<file path="config.mk">
export PLATFORM = sky130hd
export DESIGN_NAME = tanh_act_seq
export DESIGN_NICKNAME = d
export VERILOG_FILES = /design/src/rtl/tanh_act_seq.sv
export SDC_FILE = /design/constraint.sdc
export NUM_CORES = 1
export LEC_CHECK = 0
export ABC_AREA = 1
export CAP_MARGIN = 20
export CORE_MARGIN = 1
export CORE_UTILIZATION = 46
export DETAILED_ROUTE_END_ITERATION = 8
export PLACE_DENSITY = 0.84
export RECOVER_POWER = 50
export SKIP_LAST_GASP = 1
export SYNTH_ARGS = -nofsm -noshare
export SYNTH_HDL_FRONTEND = slang
export SYNTH_SLANG_ARGS = --single-unit
export TNS_END_PERCENT = 30
</file>
<file path="constraint.sdc">
create_clock -name clk -period 3 [get_ports clk]
set_clock_uncertainty 0.2 [all_clocks]
set_input_delay 0.6 -clock clk [delete_from_list [all_inputs] [get_ports clk]]
set_output_delay 0.6 -clock clk [all_outputs]
set_load 0.02 [all_outputs]
</file>
<file path="src/rtl/tanh_act_seq.sv">
// Requantizes signed MAC accumulator words to the Q7 tanh LUT address,
// captures the LUT result (or the linear value) and hands it downstream with layer framing.
module tanh_act_seq #(
  parameter int N          = 8,
  parameter int Q          = 7,
  parameter int ACC_W      = 16,
  parameter int ACC_Q      = 14,
  parameter int LAYER_SIZE = 8
) (
  input  logic             clk,
  input  logic             rst_n,
  input  logic             layer_start,
  input  logic             act_en,
  input  logic             in_valid,
  output logic             in_ready,
  input  logic [ACC_W-1:0] in_acc,
  output logic [N-1:0]     lut_addr,
  input  logic [N-1:0]     lut_data,
  output logic             out_valid,
  input  logic             out_ready,
  output logic [N-1:0]     out_data,
  output logic             out_last
);

  localparam int SH    = ACC_Q - Q;
  localparam int CNT_W = (LAYER_SIZE > 1) ? $clog2(LAYER_SIZE) : 1;

  localparam logic [CNT_W-1:0]        CNT_LAST = CNT_W'(LAYER_SIZE - 1);
  localparam logic signed [ACC_W:0]   HALF     = (ACC_W+1)'(2 ** (SH - 1));
  localparam logic signed [ACC_W:0]   Q_MAX    = (ACC_W+1)'(2 ** (N - 1) - 1);
  localparam logic signed [ACC_W:0]   Q_MIN    = ~Q_MAX;

  typedef enum logic [1:0] {
    S_IDLE,
    S_LOOK,
    S_OUT
  } state_t;

  // Round half up by adding half an output LSB before the arithmetic shift;
  // one guard bit keeps the addition from overflowing at the positive extreme.
  function automatic logic signed [ACC_W:0] round_shift(input logic [ACC_W-1:0] acc);
    logic signed [ACC_W:0] r;
    r = $signed({acc[ACC_W-1], acc}) + HALF;
    return r >>> SH;
  endfunction

  function automatic logic [N-1:0] saturate(input logic signed [ACC_W:0] v);
    logic signed [ACC_W:0] s;
    if (v > Q_MAX) begin
      s = Q_MAX;
    end else if (v < Q_MIN) begin
      s = Q_MIN;
    end else begin
      s = v;
    end
    return s[N-1:0];
  endfunction

  state_t           state_q, state_d;
  logic [N-1:0]     lut_addr_q, lut_addr_d;
  logic [N-1:0]     lin_q, lin_d;
  logic             act_q, act_d;
  logic [N-1:0]     out_data_q, out_data_d;
  logic             out_valid_q, out_valid_d;
  logic             out_last_q, out_last_d;
  logic [CNT_W-1:0] count_q, count_d;
  logic [N-1:0]     quant;

  assign quant = saturate(round_shift(in_acc));

  always_comb begin
    state_d     = state_q;
    lut_addr_d  = lut_addr_q;
    lin_d       = lin_q;
    act_d       = act_q;
    out_data_d  = out_data_q;
    out_valid_d = out_valid_q;
    out_last_d  = out_last_q;
    count_d     = count_q;
    in_ready    = 1'b0;

    case (state_q)
      S_IDLE: begin
        in_ready = 1'b1;
        if (in_valid) begin
          lut_addr_d = quant;
          lin_d      = quant;
          act_d      = act_en;
          state_d    = S_LOOK;
        end
      end
      // The LUT has sampled lut_addr on the intervening negedge, so lut_data is current here.
      S_LOOK: begin
        out_data_d  = act_q ? lut_data : lin_q;
        out_valid_d = 1'b1;
        out_last_d  = (count_q == CNT_LAST);
        state_d     = S_OUT;
      end
      S_OUT: begin
        if (out_ready) begin
          out_valid_d = 1'b0;
          out_last_d  = 1'b0;
          count_d     = (count_q == CNT_LAST) ? '0 : count_q + 1'b1;
          state_d     = S_IDLE;
        end
      end
      default: begin
        state_d = S_IDLE;
      end
    endcase

    // A layer restart overrides any increment from a coincident handshake.
    if (layer_start) begin
      count_d = '0;
    end
  end

  always_ff @(posedge clk or negedge rst_n) begin
    if (!rst_n) begin
      state_q     <= S_IDLE;
      lut_addr_q  <= '0;
      lin_q       <= '0;
      act_q       <= 1'b0;
      out_data_q  <= '0;
      out_valid_q <= 1'b0;
      out_last_q  <= 1'b0;
      count_q     <= '0;
    end else begin
      state_q     <= state_d;
      lut_addr_q  <= lut_addr_d;
      lin_q       <= lin_d;
      act_q       <= act_d;
      out_data_q  <= out_data_d;
      out_valid_q <= out_valid_d;
      out_last_q  <= out_last_d;
      count_q     <= count_d;
    end
  end

  assign lut_addr  = lut_addr_q;
  assign out_data  = out_data_q;
  assign out_valid = out_valid_q;
  assign out_last  = out_last_q;

endmodule
</file>
# Word-level counts from Yosys, hierarchy flattened

Index checks and enable logic that the tools add are counted.
W data, S select, Z words.

Flip-flop bits (word level): 24
Input bits: 30
Output and inout port bits: 19
Word-level logic and storage cells: 38

$add $sub $neg: 2
$lt $le $gt $ge: 2
Equal/unequal tests: 5
Muxes and demuxes: 14
Reduce and logical (&&, ||, !) cells: 8

Operators with widths:

| operator                | number |
|---|---|
| $mux W8                 | 3 |
| $add A16 B8 Y17 const B | 1 |
| $mux W3                 | 4 |
| $gt A10 B8 Y1 const B   | 1 |
| $lt A10 B8 Y1 const B   | 1 |
| $reduce_and A2 Y1       | 4 |
| $pmux W2 S3             | 1 |
| $reduce_bool A2 Y1      | 3 |
| $mux W2                 | 2 |
| $ne A2 B2 Y1 const B    | 2 |
| $pmux W1 S2             | 2 |
| $add A3 B1 Y3 const B   | 1 |
| $eq A3 B3 Y1 const B    | 1 |
| $eq A2 B1 Y1 const B    | 1 |
| $eq A2 B2 Y1 const B    | 1 |
| $logic_not A2 Y1        | 1 |
| $mux W1                 | 2 |

# Longest topological paths before layout

Word-level depth: 5
Mapped depth: 9
Gate-level depth less buffers: 9

# Worst setup path after synthesis

Ideal clock, no wire load.

Kind: in2reg
Start: in in_acc[6]
End: reg lin_q[0]
Library setup time: 129 ps
Arrival: 1524 ps
Data required time: 2671 ps
Setup slack: 1147 ps
Stages on the path: 8
Buffers on the path: 0
Cells stage by stage: ha_1 -> nand2_2 -> nor2_4 -> nand3_2 -> nand2_2 -> nand3_2 -> a21oi_4 -> a21oi_1

Longest elaborated chain between the ends: 4
Elaborated cells between the ends (all ways): 5
Those cells by class: add/sub: 1; order compare: 2; mux: 2

RTL lines:

| item                 | line | text |
|---|---|---|
| from (decl)          | 16   | `input logic [ACC_W-1:0] in_acc,` |
| $add A16 B8 Y17 *    | 43   | `r = $signed({acc[ACC_W-1], acc}) + HALF;` |
| $lt A10 B8 Y1        | 51   | `end else if (v < Q_MIN) begin` |
| $mux W8              | 51   |  |
| $mux W8 *            | 49   | `if (v > Q_MAX) begin` |
| to (signal assigned) | 131  | `lin_q <= lin_d;` |
| to (decl)            | 61   | `logic [N-1:0] lin_q, lin_d;` |

Every way passes the cells marked *; elsewhere a longest branch is shown, timed or not.
A chain may end at the register's enable or synchronous reset.

# Worst setup path after layout

Start: reg state_q[1]
End: out in_ready

Longest elaborated chain between the ends: 2

RTL lines:

| item                   | line | text |
|---|---|---|
| from (decl)            | 59   | `state_t state_q, state_d;` |
| from (signal assigned) | 129  | `state_q <= state_d;` |
| $logic_not A2 Y1       | 82   | `case (state_q)` |
| $mux W1                | 82   |  |
| to (decl)              | 15   | `output logic in_ready,` |

No other way between the ends.

==> flow_summary_export.csv <==
group,metric,value,unit
die,die_y,53.9,um
pwr,ir_drop,566,uV
pwr,power_per_cell_area,839,nW/um^2
setup_path,slowest_delay,0.63,ns
die,die_x,53.9,um
clock_tree,root_buffer,"clkbuf_4",
clock_tree,cts_sinks,24,
grt,grt_pass1_vias,1012,
layout,syn_to_final_growth,39.9,%
grt,antenna_found_initial,0,
setup_path,cp_max_fo,4,
status,status,"finished, final reports clean",
clock_tree,cts_tree,"yes",
timing,hold_slack,0.285,ns
timing,hold_viol,0,
synth,synth_cells,148,
route,firstDrtPassIters,4,
synth,yosysMostFrequentCell,"nand2_1",
die,design.core.area,2520,um^2
die,rows,18,
setup_path,crit_path_top_delay_cell,"clkdlybuf4s50_1",
setup_path,crit_family,"buffers and inverters",
placed_design,gp_congestion,0.780,
clock_tree,ctsResizeCount,0,
route,routed-via-count,1131,
timing,drv_slew,0,
synth,synthArstFlopShare,1.00,
placed_design,port_buffers,42,
layout,antennaDiodeCount,0,
route,drc,0,
synth,synth_top_area_share,0.484,
placed_design,preCtsSetupSlack,0.435,ns
route,drt_iter0_drc,15,
route,drt-total-wl,2650,um
synth,syn_area,1240,um^2
clock_tree,cts_made_buffers,3,
job,max-cap-violations,0,
clock_tree,htreeDepth,1,
setup_path,reg2reg_slack,1.31,ns
synth,synth.area.top_cells,"dfrtp_1 48%, nand2_1 11%, o21ai_0 7.7%",
grt,overflow,0,
synth,synth_ff_type,"dfrtp_1",
synth,synth_common_cells,"35 x nand2_1, 24 x dfrtp_1, 20 x nor2_1",
layout,final_nets,228,
setup_path,cp_data_arrival_time,1.55,ns
route,ant_nets,0,
synth,yosys_register_bits,24,
synth,synth_area_per_cell,8.38,um^2
clock_tree,hold_buffers,0,
die,initial_core_util,0.492,
timing,rsz0062_at_grt,"no",
setup_path,critical_path.endpoint_type,"primary output",
route,viasPerCell,5.05,
setup_path,crit_type,"reg2out",
timing,worstMarginPinSlew,1.27,ns
clock_tree,cts_setup_buffers,0,
synth,synth_edf_count,0,
setup_path,required,2.20,ns
timing,setup_ws,0.651,ns
die,io_pins,49,
grt,grt_pass1_wl,4070,um
pwr,p_leak,0.780,nW
grt,grt_usage,0.198,
placed_design,dp_hpwl,2090,um
clock_tree,clk_pin_slew,0.13,ns
clock_tree,worstSkewPairLatency,0.32,ns
timing,setup_viol,0,
synth,ys_types,21,
timing,period_minus_slack,2.35,ns
grt,grt_max_degree,25,
setup_path,crit_start,"state_q[1]",
timing,fmax,0.426,GHz
die,die_area,2910,um^2
layout,post_route_cells_drive_above_1_share,0.0722,
hold_path,hold_path.class,"reg2reg",
synth,synth_warnings,0,
timing,max_slew_margin,0.151,
synth,synth_top_cell_by_area,"dfrtp_1",
setup_path,cp.buffers_inverters,1,
route,wl_per_cell,11.8,um
setup_path,r2r-start,"state_q[1]",
timing,period_share,0.783,
setup_path,startpoint_type,"flop",
setup_path,critical_path.cell_chain,"nor2_1, clkdlybuf4s50_1",
synth,synth-seq-area-share,0.484,
synth,synth_fp_nets,181,
clock_tree,clock_path_buffers,2,
hold_path,min-delay-start,"out_valid",
timing,final.setup.tns,0,ns
-- worst reg2reg max path, cell delays in order (launching register included) --
cell and delay (ns):
dfrtp_1 0.43, nor2_1 0.43, inv_1 0.30, nand2_1 0.14
o21ai_0 0.09
-- cells in the final DEF (no fill, tap or decap), types with 3 or more instances in the layout --
master / instances
nor2_1: 20
ha_1: 3
nand2_1: 35
inv_1: 9
clkdlybuf4s50_1: 39
clkbuf_4: 3
o21ai_0: 19
nand2_2: 3
dlygate4sd3_1: 3
nand3_1: 8
dfrtp_1: 24
xor2_1: 5
a21oi_1: 8
-- cell families after synthesis --
kind of cell | Yosys count | share of synthesized area
xor+xnor | 6 | 0.0424
buf+inv | 12 | 0.0363
flops | 24 | 0.484
compound gates | 30 | 0.144
simple gates | 73 | 0.262
fa+ha+maj | 3 | 0.0303
-- metrics by stage --
step | utilization | std cells | instance area [um^2] | total power, mW
3_3_place_gp | 0.675 | 220 | 1700 | 1.28
3_5_place_dp | 0.675 | 220 | 1700 | 1.30
2_1_floorplan | - | 148 | 1240 | 0.934
6_report | 0.688 | 224 | 1730 | 1.45
4_1_cts | 0.689 | 224 | 1740 | 1.47
5_1_grt | 0.688 | 224 | 1730 | 1.56
-- metal layers --
metal | global-route usage | wire (um) | vias up
met5 | 0 | 0 | -
met2 | 0.379 | 1380 | 29
met4 | 0.0789 | 44 | 0
met3 | 0.0254 | 104 | 5
met1 | 0.215 | 1120 | 515
li1 | - | - | 582
-- flip-flops by register name (all words and copies together), names as in the netlist --
signal     count
out_data       8
out_last       1
count_q        3
lin_q          8
state_q        2
out_valid      1
act_q          1
-- where the power goes --
| group | internal (mW) | switching (mW) | leakage [nW] |
|---|---|---|---|
| Clock | 0.0742 | 0.0969 | 0.0210 |
| Sequential | 0.461 | 0.0988 | 0.288 |
| Combinational | 0.326 | 0.397 | 0.472 |
-- final timing paths --
path                               endpoint  cells past startpoint
worst min-delay path              out_valid                      2
worst min register to register    out_valid                      2
min in group asynchronous         out_valid                      2
worst max-delay path               in_ready                      2
max in group asynchronous        count_q[2]                      2
worst max register to register  out_data[7]                      4
-- final cells by class --
class                      count  area [um^2]
multi-input combinational    112          594
inverter                      11         41.3
sequential                    24          601
fill                         212          788
timing repair buffer          43          424
clock buffer                   4         36.3
tap                           30         37.5
(Power assumes the default switching activity.)
